==> src/rtl/interp_result_writer_if.sv <==
// Bundles the pixel-stream input, the result-SRAM write port and the status outputs
// of interp_result_writer. The environment drives through master; the writer uses slave.
interface interp_result_writer_if #(
  parameter int DATA_W = 8,
  parameter int ADDR_W = 9
);
  logic              START;
  logic [DATA_W-1:0] I_DATA;
  logic              I_VALID;
  logic              W_READY;
  logic              WEN;
  logic [ADDR_W-1:0] W_ADDR;
  logic [DATA_W-1:0] W_DATA;
  logic              DONE;
  logic [15:0]       CHECKSUM;
  logic              OVERFLOW;

  modport master (
    output START, I_DATA, I_VALID, W_READY,
    input  WEN, W_ADDR, W_DATA, DONE, CHECKSUM, OVERFLOW
  );

  modport slave (
    input  START, I_DATA, I_VALID, W_READY,
    output WEN, W_ADDR, W_DATA, DONE, CHECKSUM, OVERFLOW
  );
endinterface

==> src/rtl/interp_result_writer.sv <==
// Buffers the interpolated raster pixel stream in a small FIFO and writes it to the
// result SRAM, tracking a running checksum, a sticky overflow flag and frame completion.
module interp_result_writer #(
  parameter int DATA_W     = 8,
  parameter int OUT_W      = 17,
  parameter int OUT_H      = 17,
  parameter int FIFO_DEPTH = 4
) (
  input logic                   clk,
  input logic                   RST_N,
  interp_result_writer_if.slave bus
);
  localparam int FRAME = OUT_W * OUT_H;
  localparam int CNT_W = $clog2(FRAME + 1);
  localparam int IDX_W = $clog2(FIFO_DEPTH);
  localparam int PTR_W = IDX_W + 1;
  localparam logic [CNT_W-1:0] FRAME_CNT = CNT_W'(FRAME);

  typedef enum logic [1:0] {
    IDLE  = 2'd0,
    RUN   = 2'd1,
    DRAIN = 2'd2,
    FIN   = 2'd3
  } state_e;

  state_e            state_q, state_d;
  logic [DATA_W-1:0] mem_q [FIFO_DEPTH];
  logic [DATA_W-1:0] mem_d [FIFO_DEPTH];
  logic [PTR_W-1:0]  wr_ptr_q, wr_ptr_d;
  logic [PTR_W-1:0]  rd_ptr_q, rd_ptr_d;
  logic [CNT_W-1:0]  in_cnt_q, in_cnt_d;
  logic [CNT_W-1:0]  wr_cnt_q, wr_cnt_d;
  logic [15:0]       checksum_q, checksum_d;
  logic              overflow_q, overflow_d;
  logic              done_q, done_d;

  logic              empty_s;
  logic              full_s;
  logic              active_s;
  logic              push_req_s;
  logic              pop_s;
  logic              push_ok_s;
  logic              frame_end_s;
  logic [DATA_W-1:0] head_s;

  // FIFO status and push/pop qualification; the extra pointer bit separates full from empty.
  always_comb begin
    empty_s     = (wr_ptr_q == rd_ptr_q);
    full_s      = (wr_ptr_q[IDX_W-1:0] == rd_ptr_q[IDX_W-1:0]) &&
                  (wr_ptr_q[IDX_W] != rd_ptr_q[IDX_W]);
    active_s    = (state_q == RUN) || (state_q == DRAIN);
    head_s      = mem_q[rd_ptr_q[IDX_W-1:0]];
    push_req_s  = (state_q == RUN) && !bus.START && bus.I_VALID && (in_cnt_q < FRAME_CNT);
    pop_s       = active_s && !empty_s && bus.W_READY && !bus.START;
    push_ok_s   = push_req_s && (!full_s || pop_s);
    // All inputs taken and nothing left to write; also covers frames with dropped pixels.
    frame_end_s = (in_cnt_q == FRAME_CNT) && empty_s;
  end

  // Next-state logic for the FSM, FIFO, counters and status flags.
  always_comb begin
    state_d    = state_q;
    mem_d      = mem_q;
    wr_ptr_d   = wr_ptr_q;
    rd_ptr_d   = rd_ptr_q;
    in_cnt_d   = in_cnt_q;
    wr_cnt_d   = wr_cnt_q;
    checksum_d = checksum_q;
    overflow_d = overflow_q;
    done_d     = done_q;

    if (bus.START) begin
      state_d    = RUN;
      wr_ptr_d   = {PTR_W{1'b0}};
      rd_ptr_d   = {PTR_W{1'b0}};
      in_cnt_d   = {CNT_W{1'b0}};
      wr_cnt_d   = {CNT_W{1'b0}};
      checksum_d = 16'h0000;
      overflow_d = 1'b0;
    end else begin
      if (push_ok_s) begin
        mem_d[wr_ptr_q[IDX_W-1:0]] = bus.I_DATA;
        wr_ptr_d                   = wr_ptr_q + PTR_W'(1);
      end else begin
        wr_ptr_d = wr_ptr_q;
      end

      in_cnt_d   = push_req_s ? (in_cnt_q + CNT_W'(1)) : in_cnt_q;
      overflow_d = overflow_q | (push_req_s & full_s & ~pop_s);

      if (pop_s) begin
        rd_ptr_d   = rd_ptr_q + PTR_W'(1);
        wr_cnt_d   = wr_cnt_q + CNT_W'(1);
        checksum_d = checksum_q + 16'(head_s);
      end else begin
        rd_ptr_d   = rd_ptr_q;
        wr_cnt_d   = wr_cnt_q;
        checksum_d = checksum_q;
      end

      case (state_q)
        IDLE:    state_d = IDLE;
        RUN:     state_d = frame_end_s ? FIN : ((in_cnt_q == FRAME_CNT) ? DRAIN : RUN);
        DRAIN:   state_d = frame_end_s ? FIN : DRAIN;
        FIN:     state_d = FIN;
        default: state_d = IDLE;
      endcase
    end

    done_d = (state_d == FIN);
  end

  // State register with asynchronous active-low reset.
  always_ff @(posedge clk or negedge RST_N) begin
    if (!RST_N) begin
      state_q    <= IDLE;
      for (int i = 0; i < FIFO_DEPTH; i++) begin
        mem_q[i] <= {DATA_W{1'b0}};
      end
      wr_ptr_q   <= {PTR_W{1'b0}};
      rd_ptr_q   <= {PTR_W{1'b0}};
      in_cnt_q   <= {CNT_W{1'b0}};
      wr_cnt_q   <= {CNT_W{1'b0}};
      checksum_q <= 16'h0000;
      overflow_q <= 1'b0;
      done_q     <= 1'b0;
    end else begin
      state_q    <= state_d;
      mem_q      <= mem_d;
      wr_ptr_q   <= wr_ptr_d;
      rd_ptr_q   <= rd_ptr_d;
      in_cnt_q   <= in_cnt_d;
      wr_cnt_q   <= wr_cnt_d;
      checksum_q <= checksum_d;
      overflow_q <= overflow_d;
      done_q     <= done_d;
    end
  end

  assign bus.WEN      = ~(active_s & ~empty_s);
  assign bus.W_ADDR   = wr_cnt_q;
  assign bus.W_DATA   = empty_s ? {DATA_W{1'b0}} : head_s;
  assign bus.DONE     = done_q;
  assign bus.CHECKSUM = checksum_q;
  assign bus.OVERFLOW = overflow_q;
endmodule

==> src/flat_wrapper.sv <==
// flat-port wrapper written by rule: the top's interface ports become plain ports
module interp_result_writer_flat 
#(
  parameter int DATA_W     = 8,
  parameter int OUT_W      = 17,
  parameter int OUT_H      = 17,
  parameter int FIFO_DEPTH = 4
)
  (clk, RST_N, bus_START, bus_I_DATA, bus_I_VALID, bus_W_READY, bus_WEN, bus_W_ADDR, bus_W_DATA, bus_DONE, bus_CHECKSUM, bus_OVERFLOW);
  interp_result_writer_if #(.DATA_W(DATA_W), .ADDR_W(9)) bus_i ();
  input logic clk;
  input logic RST_N;
  input wire logic [$bits(bus_i.START)-1:0] bus_START;
  input wire logic [$bits(bus_i.I_DATA)-1:0] bus_I_DATA;
  input wire logic [$bits(bus_i.I_VALID)-1:0] bus_I_VALID;
  input wire logic [$bits(bus_i.W_READY)-1:0] bus_W_READY;
  output wire logic [$bits(bus_i.WEN)-1:0] bus_WEN;
  output wire logic [$bits(bus_i.W_ADDR)-1:0] bus_W_ADDR;
  output wire logic [$bits(bus_i.W_DATA)-1:0] bus_W_DATA;
  output wire logic [$bits(bus_i.DONE)-1:0] bus_DONE;
  output wire logic [$bits(bus_i.CHECKSUM)-1:0] bus_CHECKSUM;
  output wire logic [$bits(bus_i.OVERFLOW)-1:0] bus_OVERFLOW;
  assign bus_i.START = bus_START;
  assign bus_i.I_DATA = bus_I_DATA;
  assign bus_i.I_VALID = bus_I_VALID;
  assign bus_i.W_READY = bus_W_READY;
  assign bus_WEN = bus_i.WEN;
  assign bus_W_ADDR = bus_i.W_ADDR;
  assign bus_W_DATA = bus_i.W_DATA;
  assign bus_DONE = bus_i.DONE;
  assign bus_CHECKSUM = bus_i.CHECKSUM;
  assign bus_OVERFLOW = bus_i.OVERFLOW;
  interp_result_writer #(.DATA_W(DATA_W), .OUT_W(OUT_W), .OUT_H(OUT_H), .FIFO_DEPTH(FIFO_DEPTH)) u_core (.clk(clk), .RST_N(RST_N), .bus(bus_i));
endmodule
==> config.mk <==
export PLATFORM = sky130hd
export DESIGN_NAME = interp_result_writer_flat
export DESIGN_NICKNAME = d
export VERILOG_FILES = /design/src/rtl/interp_result_writer_if.sv /design/src/rtl/interp_result_writer.sv /design/src/flat_wrapper.sv
export SDC_FILE = /design/constraint.sdc
export NUM_CORES = 1
export LEC_CHECK = 0
export ABC_AREA = 1
export CAP_MARGIN = 0
export CORE_UTILIZATION = 57
export DETAILED_ROUTE_END_ITERATION = 8
export PLACE_DENSITY = 0.8
export SLEW_MARGIN = 20
export SYNTH_ARGS = -nofsm -noshare
export SYNTH_HDL_FRONTEND = slang
export SYNTH_SLANG_ARGS = --single-unit
==> constraint.sdc <==
create_clock -name clk -period 2.94 [get_ports clk]
set_input_delay 0.588 -clock clk [delete_from_list [all_inputs] [get_ports clk]]
set_output_delay 0.588 -clock clk [all_outputs]
set_load 0.005 [all_outputs]
==> results_tabular.tex, run 1 <==
\begin{tabular}{lr}
\hline
Metric & Value \\
\hline
\multicolumn{2}{l}{\textbf{Critical path}} \\
\quad CP Launch Type & flip-flop \\
\quad Crit path capture type & primary output \\
\quad Maximum fanout encountered on the critical timing path & 11 \\
\quad Crit path DAT & 2180 ps \\
\quad Critical path class & flip-flop to primary output \\
\quad Required time of the critical path & 2350 ps \\
\multicolumn{2}{l}{\textbf{GRT}} \\
\quad Grt ovf & 0 \\
\quad Antenna violations before repair & 0 \\
\quad GR Util All Layers & 28.26\% \\
\quad Via count of the first global-routing pass & $\sim$4000 \\
\quad Largest net degree at the start of global routing & 77 \\
\quad Wire length of the first global-routing pass & 18950 µm \\
\multicolumn{2}{l}{\textbf{Cells and area}} \\
\quad Layout cells sized above 1 & 6.912\% \\
\quad Number of antenna cells inserted & 0 \\
\quad Finished Layout Cells & 753 \\
\quad Nets@finish & 680 \\
\quad Final cell utilization of the core & 68.01\% \\
\quad Post-synthesis to final-layout area growth & 14.49\% \\
\multicolumn{2}{l}{\textbf{Job}} \\
\quad Number of maximum-capacitance constraint violations & 0 \\
\multicolumn{2}{l}{\textbf{Floorplanning}} \\
\quad Width of the chip & 92.21 µm \\
\quad Number of rows in the core area & 32 \\
\quad I/O pin cnt & a little under 50 \\
\quad Total core area & 0.007807 mm² \\
\quad Effective utilization at floorplan & roughly three fifths \\
\quad Die area & 0.008502 mm² \\
\quad Die Ht & around 92 µm \\
\multicolumn{2}{l}{\textbf{Synthesis}} \\
\quad Most instantiated library cell after synthesis & nand2\_1 \\
\quad Leading post-synthesis cells by cell area & dfrtp\_1, nand2\_1, nand4\_1, ha\_1, inv\_1 \\
\quad Syn Std Cell Area & 0.004638 mm² \\
\quad Most instantiated flip-flop cell in the synthesis netlist & dfrtp\_1 \\
\quad Fraction of synthesized cell area taken by the top area cell type & around two fifths \\
\quad Proportion of synthesized chip area in sequential cells & roughly two fifths \\
\quad Number of enable flip-flop cells after synthesis & 0 \\
\quad Syn. warnings & 0 \\
\quad Gate count after technology mapping & approximately 600 \\
\quad Number of flip-flops and latches in the synthesized netlist & 76 \\
\quad Post-synth net total & 636 \\
\quad Commonest cells post-synth & nand2\_1, dfrtp\_1, inv\_1, nand4\_1, nor2\_1 \\
\quad Cell accounting for the most synthesized area & dfrtp\_1 \\
\quad Average cell area after synthesis & 7.705 µm² \\
\quad Synth cell types & 36 \\
\quad Async SR Flop Fraction & 100.0\% \\
\multicolumn{2}{l}{\textbf{Worst hold path}} \\
\quad Path category of the worst min-delay check & input port to asynchronous set/reset pin \\
\multicolumn{2}{l}{\textbf{Timing}} \\
\quad Total count of hold-check failures in the final report & 0 \\
\quad Achievable Freq & 361.5 MHz \\
\quad Max transition margin & 35.83\% \\
\quad Final critical path time including I/O delays and setup & 2766 ps \\
\quad RSZ-0062 raised after global routing & no \\
\quad Setup TNS after final layout & 0 ps \\
\quad Setup Viol. Count Final & 0 \\
\quad Count of final max-slew check failures & 0 \\
\quad Final worst-path cycle share & 94.08\% \\
\quad Worst slew pin tran & 962.6 ps \\
\quad Worst Skew & 9.250 ps \\
\multicolumn{2}{l}{\textbf{Status}} \\
\quad Outcome & finished, final reports clean \\
\multicolumn{2}{l}{\textbf{Power}} \\
\quad Power density over the cells & 597.7 mW/mm² \\
\quad Leakage power of the design & between 2 and 3 nW \\
\quad Maximum vdd ir drop & 0.4152 mV \\
\quad Overall Power & around 3.2 mW \\
\multicolumn{2}{l}{\textbf{Clocking}} \\
\quad CTS buffer count & 9 \\
\quad Maximum root-to-sink buffer count & 2 \\
\quad TritonCTS sink count & 76 \\
\quad Number of hold-repair buffers added at the cts stage & 0 \\
\quad Setup repair bufs after CTS & 0 \\
\quad Clock-pin slew on the worst setup and hold paths & 80 ps \\
\quad Quantity of gates resized following cts & 0 \\
\quad \# H-tree levels & 3 \\
\quad Clock Tree Root & clkbuf\_8 \\
\quad Clock network latency to the later pin of the worst-skew pair & between 300 and 400 ps \\
\quad Clock tree from TritonCTS & yes \\
\multicolumn{2}{l}{\textbf{Drt}} \\
\quad Detail-routed via count per cell & 5.627 \\
\quad Router iterations before antenna repair & 6 \\
\quad Detail-routed net length per standard cell & around 15 µm \\
\quad Total vias in the final route & 4237 \\
\quad Detailed-route DRC error count & 0 \\
\quad Drt initial violations & around 220 \\
\quad Post-route ant nets & 0 \\
\quad Total wire length after detailed routing & 11090 µm \\
\multicolumn{2}{l}{\textbf{Place}} \\
\quad Detailed Place HPWL & 7970 µm \\
\quad Port buffer count & 48 \\
\quad RePlAce Congestion & 0.9107 \\
\quad Cell Count Post-Placement & 737 \\
\hline
\end{tabular}
==> cells by family (layout without fill, tap and decap cells) <==
logic type               Yosys count  count (layout)  share of synthesized area [%]
AND/OR/NAND/NOR                  332             332                          32.53
buffers and inverters             94             143                          9.927
flip-flops                        76              76                          41.00
AO/OA/AOI/OAI                     62              62                          7.499
adder cells (fa/ha/maj)           21              21                          5.827
XOR/XNOR                          17              17                          3.210
==> metrics by stage <==
stage	hold slack, ps	setup slack, ps	cell area, µm²
6_report	371.7	174.1	5310
2_1_floorplan	292.4	488.3	4638
3_5_place_dp	456.8	422.5	5140
3_3_place_gp	452.1	437.1	5140
5_1_grt	454.3	30.87	5310
4_1_cts	416.3	179.0	5310
==> path summary, 6_finish.rpt <==
path | slack [ps] | cells past startpoint | from | to
setup reg to reg | 400 | 14 | u_core.rd_ptr_q[0] | u_core.bus.CHECKSUM[10]
hold / removal | 370 | 1 | RST_N | u_core.bus.W_ADDR[6]
max in group asynchronous | 1940 | 1 | RST_N | u_core.mem_q[17]
setup / recovery | 170 | 9 | u_core.rd_ptr_q[1] | bus_W_DATA[6]
hold reg to reg | 470 | 2 | u_core.mem_q[21] | u_core.mem_q[21]
min in group clk | 470 | 2 | u_core.mem_q[21] | u_core.mem_q[21]
==> power by group <==
group	leakage [nW]	switching [mW]	total, mW	internal, mW
Sequential	1.01	0.141	1.37	1.23
Combinational	1.59	0.633	1.08	0.444
Clock	0.0824	0.401	0.729	0.328
Total	2.69	1.17	3.17	2.00
==> layout by cell type, fill, tap and decap left out, types with 4 or more instances in the layout <==
cell type and count:
o22ai_1 12, xor2_1 9, dfrtp_1 76, inv_1 64, clkbuf_8 10, nor3_1 9
ha_1 20, nand3_1 27, xnor2_1 8, buf_4 9, nand3b_1 4, o21ai_1 9
nand2_1 189, o21ai_0 26, inv_2 4, clkdlybuf4s50_1 47, nor2_1 41, a21oi_1 10
nand4_1 47, nand3_2 4
==> sequential cells by signal, indices dropped and copies added (netlist names) <==
register	flops
u_core.mem_q	32
u_core.bus.CHECKSUM	16
u_core.bus.W_ADDR	9
u_core.state_q	2
u_core.wr_ptr_q	3
u_core.rd_ptr_q	3
u_core.bus.OVERFLOW	1
u_core.bus.DONE	1
u_core.in_cnt_q	9
==> final cells by class <==
cell class,instances,area (µm²)
Fill cell,660,2497
Multi-Input combinational cell,432,2286
Sequential cell,76,1902
Timing Repair Buffer,56,538.0
Inverter,71,286.5
Clock buffer,12,145.1
Tap cell,102,127.6
Clock inverter,4,25.02
==> critical path: stages, from the launching register on <==
cell	delay, ps
dfrtp_1	470
inv_2	130
buf_4	150
nand2_1	60
nand2_2	90
inv_2	40
nand3_2	190
nand2_1	100
inv_1	90
clkdlybuf4s50_1	490
==> layer usage <==
layer	global-route usage [%]	wire [µm]
met5	0	0
met1	36.61	4822
met3	3.731	569
met4	10.55	257
met2	48.20	5441
No activity file was read; power rests on OpenSTA's default activity.
==> run 2, diff against run 1 <==
--- a/config.mk
+++ b/config.mk
@@ -8,6 +8,7 @@
 export ABC_AREA = 1
 export CAP_MARGIN = 0
 export CORE_UTILIZATION = 57
+export CTS_BUF_LIST = sky130_fd_sc_hd__clkbuf_16
 export DETAILED_ROUTE_END_ITERATION = 8
 export PLACE_DENSITY = 0.8
 export SLEW_MARGIN = 20
==> results_tabular.tex, run 2 (synthesized netlist as in run 1, its figures left out) <==
\begin{tabular}{lr}
\hline
Metric & Value \\
\hline
\multicolumn{2}{l}{\textbf{Status}} \\
\quad Outcome & finished, final reports clean \\
\multicolumn{2}{l}{\textbf{Critical path}} \\
\quad Critical path's top delay family & buffers and inverters \\
\quad Stages on worst setup path & 9 \\
\quad Maximum fanout encountered on the critical timing path & 11 \\
\quad Crit path capture type & primary output \\
\quad Biggest cell delay along the critical path & 470 ps \\
\quad Startpoint of the worst setup timing path & u\_core.rd\_ptr\_q[1] \\
\quad Worst reg-to-reg path cell count & 14 \\
\quad CP cell instances & inv\_2, buf\_4, nand2\_1, nand2\_2, inv\_2, nand3\_2, nand2\_1, inv\_1, clkdlybuf4s50\_1 \\
\quad Reg2reg start & u\_core.rd\_ptr\_q[0] \\
\quad Critical path class & flip-flop to primary output \\
\quad Worst path slowest cell & dfrtp\_1 \\
\quad Crit path DAT & 2150 ps \\
\quad Crit path buffers/inverters & 5 \\
\quad Required time of the critical path & roughly 2400 ps \\
\quad CP Launch Type & flip-flop \\
\multicolumn{2}{l}{\textbf{Drt}} \\
\quad Detail-routed net length per standard cell & 14.90 µm \\
\quad Total wire length after detailed routing & 11220 µm \\
\quad Detailed-route DRC error count & 0 \\
\quad Detail-routed via count per cell & about 5.7 \\
\quad Post-route ant nets & 0 \\
\quad Drt initial violations & 222 \\
\quad Router iterations before antenna repair & 6 \\
\quad Total vias in the final route & 4294 \\
\multicolumn{2}{l}{\textbf{GRT}} \\
\quad GR Util All Layers & 28.41\% \\
\quad Antenna violations before repair & 0 \\
\quad Via count of the first global-routing pass & 4086 \\
\quad Wire length of the first global-routing pass & $\sim$19000 µm \\
\quad Largest net degree at the start of global routing & 77 \\
\quad Grt ovf & 0 \\
\multicolumn{2}{l}{\textbf{Timing}} \\
\quad Total count of hold-check failures in the final report & 0 \\
\quad Count of final max-slew check failures & 0 \\
\quad Achievable Freq & between 300 and 400 MHz \\
\quad Final critical path time including I/O delays and setup & 2733 ps \\
\quad Worst Skew & 8.052 ps \\
\quad Final worst-path cycle share & 92.97\% \\
\quad Worst slew pin tran & 962.0 ps \\
\quad Setup Viol. Count Final & 0 \\
\quad RSZ-0062 raised after global routing & no \\
\quad Max transition margin & 35.87\% \\
\quad Setup TNS after final layout & 0 ps \\
\quad Tightest hold margin & 407.3 ps \\
\multicolumn{2}{l}{\textbf{Clocking}} \\
\quad CTS buffer count & 9 \\
\quad Clock-pin slew on the worst setup and hold paths & 60 ps \\
\quad Setup repair bufs after CTS & 0 \\
\quad Clock tree from TritonCTS & yes \\
\quad \# H-tree levels & 3 \\
\quad Quantity of gates resized following cts & 0 \\
\quad TritonCTS sink count & 76 \\
\quad Maximum root-to-sink buffer count & 2 \\
\quad Clock Tree Root & clkbuf\_16 \\
\quad Clock network latency to the later pin of the worst-skew pair & 330 ps \\
\quad Number of hold-repair buffers added at the cts stage & 0 \\
\multicolumn{2}{l}{\textbf{Place}} \\
\quad Detailed Place HPWL & 7970 µm \\
\quad Cell area reported after detailed placement & 0.005140 mm² \\
\quad RePlAce Congestion & 0.9107 \\
\quad Port buffer count & 48 \\
\multicolumn{2}{l}{\textbf{Cells and area}} \\
\quad Commonest non-fill, non-tap cell in the layout & nand2\_1 \\
\quad Number of antenna cells inserted & 0 \\
\quad Flip-flop count of the largest register, all copies and words added & 32 \\
\quad Layout cells sized above 1 & 6.759\% \\
\quad Register with the highest flop count & u\_core.mem\_q \\
\quad Nets@finish & around 700 \\
\quad Fillcell total & 635 \\
\quad Post-layout instance area & 0.005401 mm² \\
\quad Post-synthesis to final-layout area growth & 16.46\% \\
\quad Most frequent cells in the layout & nand2\_1, dfrtp\_1, inv\_1 \\
\multicolumn{2}{l}{\textbf{Floorplanning}} \\
\quad Width of the chip & $\sim$92 µm \\
\quad Number of rows in the core area & 32 \\
\quad Die area & 0.008502 mm² \\
\quad Die Ht & between 90 and 100 µm \\
\quad Total core area & 0.007807 mm² \\
\quad I/O pin cnt & a little under 50 \\
\quad Effective utilization at floorplan & around three fifths \\
\multicolumn{2}{l}{\textbf{Power}} \\
\quad Maximum vdd ir drop & 0.3532 mV \\
\quad Power density over the cells & 636.3 mW/mm² \\
\quad Leakage power of the design & 2.735 nW \\
\multicolumn{2}{l}{\textbf{Worst hold path}} \\
\quad Path category of the worst min-delay check & input port to asynchronous set/reset pin \\
\multicolumn{2}{l}{\textbf{Job}} \\
\quad Number of maximum-capacitance constraint violations & 0 \\
\hline
\end{tabular}
run 2: cell types whose count changed in the layout (fill, tap and decap cells not counted):
cell / before / now
clkbuf_1: 2 / 0
clkbuf_8: 10 / 0
clkbuf_16: 0 / 9
clkinv_1: 0 / 1
inv_1: 64 / 66
run 2: through the flow:
stage | worst slack [ps] | utilization (%) | instances | total power, mW
6_report | 206.7 | 69.18 | 753 | 3.437
5_1_grt | 71.07 | 69.18 | 753 | 3.644
4_1_cts | 212.8 | 69.18 | 753 | 3.440
3_5_place_dp | 422.5 | 65.83 | 737 | 2.459
3_3_place_gp | 437.1 | 65.83 | 737 | 2.432
2_1_floorplan | 488.3 | - | 602 | 2.054
run 2: power breakdown:
group / internal [mW] / total, mW / switching [mW]
logic: 0.444 / 1.08 / 0.641
clock network: 0.559 / 0.982 / 0.423
registers: 1.23 / 1.37 / 0.141
total: 2.23 / 3.44 / 1.20
run 2: final timing paths:
path,endpoint,slack [ps]
worst max-delay path,bus_W_DATA[4],210
worst min-delay path,u_core.bus.W_ADDR[6],410
worst max register to register,u_core.bus.CHECKSUM[10],370
worst min register to register,u_core.mem_q[14],470
max in group asynchronous,u_core.bus.CHECKSUM[3],1910
min in group clk,u_core.mem_q[14],470
run 2: cell type report:
class	count	area [µm²]	area share, %
repair buffers	56	538.0	9.961
inverters	71	286.5	5.305
clock buffers	9	225.2	4.170
well taps	102	127.6	2.363
clock inverters	7	36.28	0.6718
multi-input cells	432	2286	42.32
flip-flops and latches	76	1902	35.21
run 2: worst reg2reg max path: cells and delay by family, from the launching register on:
family / cells / cell delay [ps]
buf+inv: 3 / 370
fa+ha+maj: 2 / 630
simple gates: 5 / 460
flops: 1 / 370
compound gates: 4 / 610
run 2: per-layer routing:
layer | GRT usage [%] | vias to the layer above | wire, µm
met1 | 36.42 | 2053 | 4834
met3 | 4.892 | 20 | 716
met5 | 0 | - | 0
li1 | - | 2055 | -
met2 | 48.57 | 166 | 5488
met4 | 9.505 | 0 | 183
